### config.mk
export PLATFORM = sky130hd
export DESIGN_NAME = uart_rx_word_assembler
export DESIGN_NICKNAME = d
export VERILOG_FILES = /design/src/rtl/uart_pkg.sv /design/src/rtl/uart_timeout_ctr.sv /design/src/rtl/uart_rx_word_assembler.sv
export SDC_FILE = /design/constraint.sdc
export NUM_CORES = 1
export LEC_CHECK = 0
export CORE_UTILIZATION = 30
export DETAILED_ROUTE_END_ITERATION = 6
export GPL_ROUTABILITY_DRIVEN = 1
export GPL_TIMING_DRIVEN = 0
export SYNTH_ARGS = -nofsm -noshare
export SYNTH_HDL_FRONTEND = slang
export SYNTH_HIERARCHICAL = 1
export SYNTH_SLANG_ARGS = --single-unit
### constraint.sdc
create_clock -name sys_clk -period 8.6 [get_ports sys_clk]
set_input_delay 1.29 -clock sys_clk [delete_from_list [all_inputs] [get_ports sys_clk]]
set_output_delay 1.29 -clock sys_clk [all_outputs]
set_load 0.02 [all_outputs]
### src/rtl/uart_pkg.sv
// Shared types and constants for the UART receive path.
//   asm_state_t     : word assembler FSM state
//   BYTE_W, OPER_W  : byte width and adder operand width
//   timeout_cycles  : inter-byte timeout (10 bit-times x 5) for a baud select code
package uart_pkg;

  typedef enum logic {IDLE, COLLECT} asm_state_t;

  localparam int unsigned BYTE_W = 8;
  localparam int unsigned OPER_W = 32;

  // sys_clk cycles per bit at 50 MHz for each baud select code.
  function automatic int unsigned timeout_cycles(input logic [1:0] baud_sel);
    int unsigned bit_cycles;
    case (baud_sel)
      2'd0:    bit_cycles = 5208;  // 9600
      2'd1:    bit_cycles = 2604;  // 19200
      2'd2:    bit_cycles = 868;   // 57600
      default: bit_cycles = 434;   // 115200
    endcase
    return bit_cycles * 10 * 5;
  endfunction

endpackage

### src/rtl/uart_timeout_ctr.sv
// Idle-cycle counter with an expiry pulse.
//   i_clk      : clock, rising edge
//   i_rst_n    : synchronous active-low reset
//   i_clear    : restart the count at zero (wins over i_en)
//   i_en       : count this cycle
//   o_expired  : combinational pulse on the enabled cycle where the count sits at CYCLES-1
module uart_timeout_ctr #(
  parameter int unsigned CYCLES = 16
) (
  input  logic i_clk,
  input  logic i_rst_n,
  input  logic i_clear,
  input  logic i_en,
  output logic o_expired
);

  localparam int unsigned CW = (CYCLES > 1) ? $clog2(CYCLES) : 1;

  logic [CW-1:0] r_count;
  logic          w_at_limit;

  assign w_at_limit = (r_count == CW'(CYCLES - 1));
  assign o_expired  = i_en && !i_clear && w_at_limit;

  always_ff @(posedge i_clk) begin
    if (!i_rst_n) begin
      r_count <= '0;
    end else if (i_clear) begin
      r_count <= '0;
    end else if (i_en) begin
      if (w_at_limit) r_count <= '0;
      else            r_count <= r_count + 1'b1;
    end
  end

endmodule

### src/rtl/uart_rx_word_assembler.sv
// Packs received UART bytes into one NUM_BYTES-wide word, first byte in the MSBs.
//   sys_clk, rst           : clock and synchronous active-low reset
//   byte_in, byte_valid    : byte stream from the RX byte core
//   flush                  : abort any partial word (output register untouched)
//   word_out, word_valid   : held output word, valid/ready handshake
//   word_ready             : consumer accepts word_out
//   byte_cnt, busy         : partial-word progress
//   frame_err              : pulse, partial word dropped by inter-byte timeout
//   overflow               : pulse, completed word dropped because output still held
module uart_rx_word_assembler
  import uart_pkg::*;
#(
  parameter int unsigned NUM_BYTES      = 8,
  parameter int unsigned TIMEOUT_CYCLES = 2604000
) (
  input  logic                             sys_clk,
  input  logic                             rst,
  input  logic [BYTE_W-1:0]                byte_in,
  input  logic                             byte_valid,
  input  logic                             flush,
  output logic [BYTE_W*NUM_BYTES-1:0]      word_out,
  output logic                             word_valid,
  input  logic                             word_ready,
  output logic [$clog2(NUM_BYTES+1)-1:0]   byte_cnt,
  output logic                             busy,
  output logic                             frame_err,
  output logic                             overflow
);

  localparam int unsigned W     = BYTE_W * NUM_BYTES;
  localparam int unsigned CNT_W = $clog2(NUM_BYTES + 1);

  asm_state_t       r_state;
  // Only the low W-8 bits are kept: the oldest byte is always shifted out
  // by the completing byte, so it never needs storage of its own.
  logic [W-9:0]     r_shift;
  logic [CNT_W-1:0] r_byte_cnt;
  logic [W-1:0]     r_word_out;
  logic             r_word_valid;
  logic             r_frame_err;
  logic             r_overflow;

  logic [W-1:0]     w_word;
  logic             w_last;
  logic             w_tmo_clear;
  logic             w_tmo_en;
  logic             w_expired;

  assign w_word = {r_shift, byte_in};
  assign w_last = (r_byte_cnt == CNT_W'(NUM_BYTES - 1));

  // Count only idle COLLECT cycles; any byte or flush restarts the window.
  assign w_tmo_clear = (r_state != COLLECT) || byte_valid || flush;
  assign w_tmo_en    = !w_tmo_clear;

  uart_timeout_ctr #(
    .CYCLES(TIMEOUT_CYCLES)
  ) u_timeout (
    .i_clk     (sys_clk),
    .i_rst_n   (rst),
    .i_clear   (w_tmo_clear),
    .i_en      (w_tmo_en),
    .o_expired (w_expired)
  );

  always_ff @(posedge sys_clk) begin
    if (!rst) begin
      r_state      <= IDLE;
      r_shift      <= '0;
      r_byte_cnt   <= '0;
      r_word_out   <= '0;
      r_word_valid <= 1'b0;
      r_frame_err  <= 1'b0;
      r_overflow   <= 1'b0;
    end else begin
      r_frame_err <= 1'b0;
      r_overflow  <= 1'b0;

      if (r_word_valid && word_ready) r_word_valid <= 1'b0;

      if (flush) begin
        r_state    <= IDLE;
        r_byte_cnt <= '0;
        r_shift    <= '0;
      end else begin
        case (r_state)
          IDLE: begin
            if (byte_valid) begin
              r_shift    <= w_word[W-9:0];
              r_byte_cnt <= CNT_W'(1);
              r_state    <= COLLECT;
            end
          end
          COLLECT: begin
            if (byte_valid) begin
              r_shift <= w_word[W-9:0];
              if (w_last) begin
                r_state    <= IDLE;
                r_byte_cnt <= '0;
                // Accepting the held word this same edge frees the output.
                if (!r_word_valid || word_ready) begin
                  r_word_out   <= w_word;
                  r_word_valid <= 1'b1;
                end else begin
                  r_overflow <= 1'b1;
                end
              end else begin
                r_byte_cnt <= r_byte_cnt + 1'b1;
              end
            end else if (w_expired) begin
              r_state     <= IDLE;
              r_byte_cnt  <= '0;
              r_shift     <= '0;
              r_frame_err <= 1'b1;
            end
          end
          default: r_state <= IDLE;
        endcase
      end
    end
  end

  assign word_out   = r_word_out;
  assign word_valid = r_word_valid;
  assign byte_cnt   = r_byte_cnt;
  assign busy       = (r_state == COLLECT);
  assign frame_err  = r_frame_err;
  assign overflow   = r_overflow;

endmodule

==> results of run 1 <==
## cell families (layout without fill, tap and decap cells)
family | Yosys count | after routing | share of synthesized area, %
adder cells (fa/ha/maj) | 2 | 2 | 0.4248
flip-flops | 150 | 150 | 50.99
AND/OR/NAND/NOR | 268 | 268 | 20.42
AO/OA/AOI/OAI | 85 | 85 | 10.22
XOR/XNOR | 12 | 12 | 1.785
multiplexers | 65 | 65 | 11.05
buffers and inverters | 50 | 166 | 5.120
## report_power, final
group / switching, mW / total, mW / internal, mW
clock: 0.317 / 0.702 / 0.385
sequential: 0.00215 / 0.699 / 0.697
combinational: 0.0320 / 0.0453 / 0.0132
## sequential cells by signal, summed over array words and instances, names as in the netlist
| name | cells |
|---|---|
| word_valid | 1 |
| frame_err | 1 |
| word_out | 64 |
| byte_cnt | 4 |
| busy | 1 |
| u_timeout/r_count | 22 |
| overflow | 1 |
| r_shift | 56 |
## critical path, delay by kind of cell
kind / cells / cell delay [ns]
simple gates: 5 / 1.47
buf+inv: 6 / 1.47
compound gates: 2 / 0.44
## final timing paths
check	slack (ns)	to	start
setup / recovery	4.22	r_shift[48]	byte_valid
hold / removal	0.45	word_out[49]	word_out[49]
setup reg to reg	5.22	r_shift[48]	busy
hold reg to reg	0.45	word_out[49]	word_out[49]
## final cells by class
cell class | instances | area [um^2]
inverters | 4 | 15.01
clock inverters | 13 | 112.6
multi-input cells | 432 | 2585
well taps | 260 | 325.3
plain buffers | 46 | 286.5
clock buffers | 19 | 442.9
fillers | 1939 | 11340
flip-flops and latches | 150 | 3003
repair buffers | 84 | 840.8
## through the flow
stage	setup slack (ns)	power (mW)	hold slack, ns	instance area [um^2]	instances
finish	4.223	1.446	0.4531	7611	1008
detailed placement	3.719	0.7600	0.4460	7056	976
global placement	3.748	0.7601	0.4445	7056	976
global route	3.913	1.500	0.4725	7611	1008
floorplan	4.964	0.7405	0.4378	5889	632
CTS	4.175	1.463	0.4587	7611	1008
## routing by layer
metal | track usage [%] | up-vias | wire, um | part of all wire (%)
met1 | 20.50 | 2220 | 7181 | 49
met5 | 0 | - | 0 | 0
met3 | 4.475 | 17 | 879 | 6.0
met2 | 22.45 | 131 | 6329 | 43
li1 | - | 2406 | - | -
met4 | 6.282 | 0 | 267 | 1.8
## cell usage after synthesis, drive strengths merged
| cell type | number | area share, % |
|---|---|---|
| a2111o | 1 | 0.19 |
| a21oi | 12 | 1.1 |
| a22oi | 56 | 7.1 |
| a31oi | 1 | 0.11 |
| a32oi | 1 | 0.15 |
| and3 | 6 | 0.66 |
| and3b | 1 | 0.15 |
| and4 | 6 | 0.91 |
| buf | 15 | 2.9 |
| clkbuf | 31 | 2.0 |
| dfxtp | 150 | 51 |
| ha | 2 | 0.42 |
| inv | 4 | 0.25 |
| mux2i | 65 | 11 |
| nand2 | 140 | 9.0 |
| nand2b | 1 | 0.11 |
| nand3 | 4 | 0.34 |
| nand3b | 1 | 0.13 |
| nand4 | 14 | 1.6 |
| nand4b | 1 | 0.15 |
| nor2 | 72 | 4.6 |
| nor2b | 1 | 0.11 |
| nor3 | 4 | 0.34 |
| nor4 | 3 | 0.57 |
| nor4b | 2 | 0.30 |
| nor4bb | 1 | 0.17 |
| o211ai | 1 | 0.13 |
| o21ai | 9 | 0.76 |
| o311ai | 1 | 0.28 |
| o31ai | 3 | 0.38 |
| or3 | 7 | 0.74 |
| or3b | 1 | 0.15 |
| or4 | 3 | 0.45 |
| xnor2 | 4 | 0.59 |
| xor2 | 8 | 1.2 |
==> metrics, run 1 <==
Port Buffer Count 84; DRT antenna net count 0; Synth Area per Inst between 9 and 10 um^2; largest net degree at the start of global routing 17; vias in the first global route approximately 4500; run status finished clean; Final TNS setup 0 ns; normalized max-slew margin between 50% and 60%; FMAX 0.2285 GHz; unrepaired setup endpoints after global routing no; FP Rows 50; crit path DAT roughly 4.7 ns; Die W around 140 um; worst path cell trace clkdlybuf4s50_1, clkbuf_1, or3_1, inv_1, buf_2, and4_1, nand4_1, nor4_1, a21oi_1, buf_2, buf_2, a22oi_1, nor2_1; initial antenna violation count 0; most frequent cells in the layout 150 x dfxtp_1, 139 x nand2_1, 84 x clkdlybuf4s50_1; drt pass-1 iters 5; WS Path Type input port to flip-flop; CP Launch Type input port; DR iter-0 viols roughly 380; Synth Warn # 6; antenna fix cells 0; routed length per placed instance between 10 and 15 um; Via Count roughly 4800; Final Hold Viols 0; Clock Sinks 150; H-tree depth 4; Bufs on Longest Clock Path 2; worst hold-check path type flip-flop to flip-flop; first-pass GRT wire length between 20000 and 25000 um; Slew Limit Fails 0; layout cells sized above 1 under 10%; Max VDD drop around 0.13 mV; fin nets 750; Skew-Pair Late Insertion Delay 0.43 ns; clk slew on worst S/H paths about 0.06 ns; Worst-Margin Slew between 0.6 and 0.7 ns; mapped cell area between 0.005 and 0.006 mm^2; Final Skew approximately 0.011 ns; postcts setup bufs 0; most used cell along the critical path buf_2; Leakage Power 2.365 nW; worst-path fanout max 10; Post-Syn Nets between 600 and 700; critical path endpoint category flip-flop; register area share after synthesis ~50%; crit share post-route around 51%; max incr delay on CP 0.57 ns; die height around 140 um; # IOs 85; CTS resizes 0; Remaining Overflow, GRT 0; CTS root buffer clkbuf_16; Max-Cap Viols 0; detailed placement HPWL between 10000 and 15000 um; CTS buffer count 17; Final setup viols 0; final wirelength roughly 15000 um; crit path time final 4.377 ns; Cell variety after synth 46; Required @ worst endpoint 8.90 ns; R2R depth 13; Initial Utilization between 30% and 40%; register bit count reported by yosys 150; area grow syn2layout 29.23%; Final Util between 40 and 50%; CTS tree done; total die area between 0.02 and 0.025 mm^2; Post-CTS Hold Fix Bufs 0; area of the core approximately 0.019 mm^2; Total GRT Usage 15.18%; Hold Path Stages 2; PwrDens about 190 mW/mm^2; gpl congestion a little over 0.8; commonest non-fill, non-tap cell in the layout dfxtp_1; Gate Count Post-Synth between 600 and 700; Slowest cell on crit path nor4_1; DRC Markers 0; vias per cell around 4.7
No activity file was read; power rests on OpenSTA's default activity.
==> run 2: changes to the inputs <==
clock period = 4.1 ns   (was 8.6 ns; I/O delays follow)
==> results of run 2 <==
Same layout as run 1 (identical final DEF). Status: finished clean.
Main changes from that run: setup slack after placement 3.719 ns -> -0.1060 ns; setup slack after layout 4.223 ns -> 0.3981 ns; register-to-register setup slack 5.22 ns -> 0.72 ns; total power 1.446 mW -> 3.034 mW; worst IR drop on VDD 0.1309 mV -> 0.2747 mV
==> run 3: changes to the inputs <==
clock period = 4.65 ns   (was 4.1 ns; I/O delays follow)
==> results of run 3 <==
Same layout as run 1 (identical final DEF). Status: finished clean.
Main changes from that run: setup slack after placement 3.719 ns -> 0.3615 ns; setup slack after layout 4.223 ns -> 0.8656 ns; register-to-register setup slack 5.22 ns -> 1.27 ns; total power 1.446 mW -> 2.675 mW; worst IR drop on VDD 0.1309 mV -> 0.2422 mV
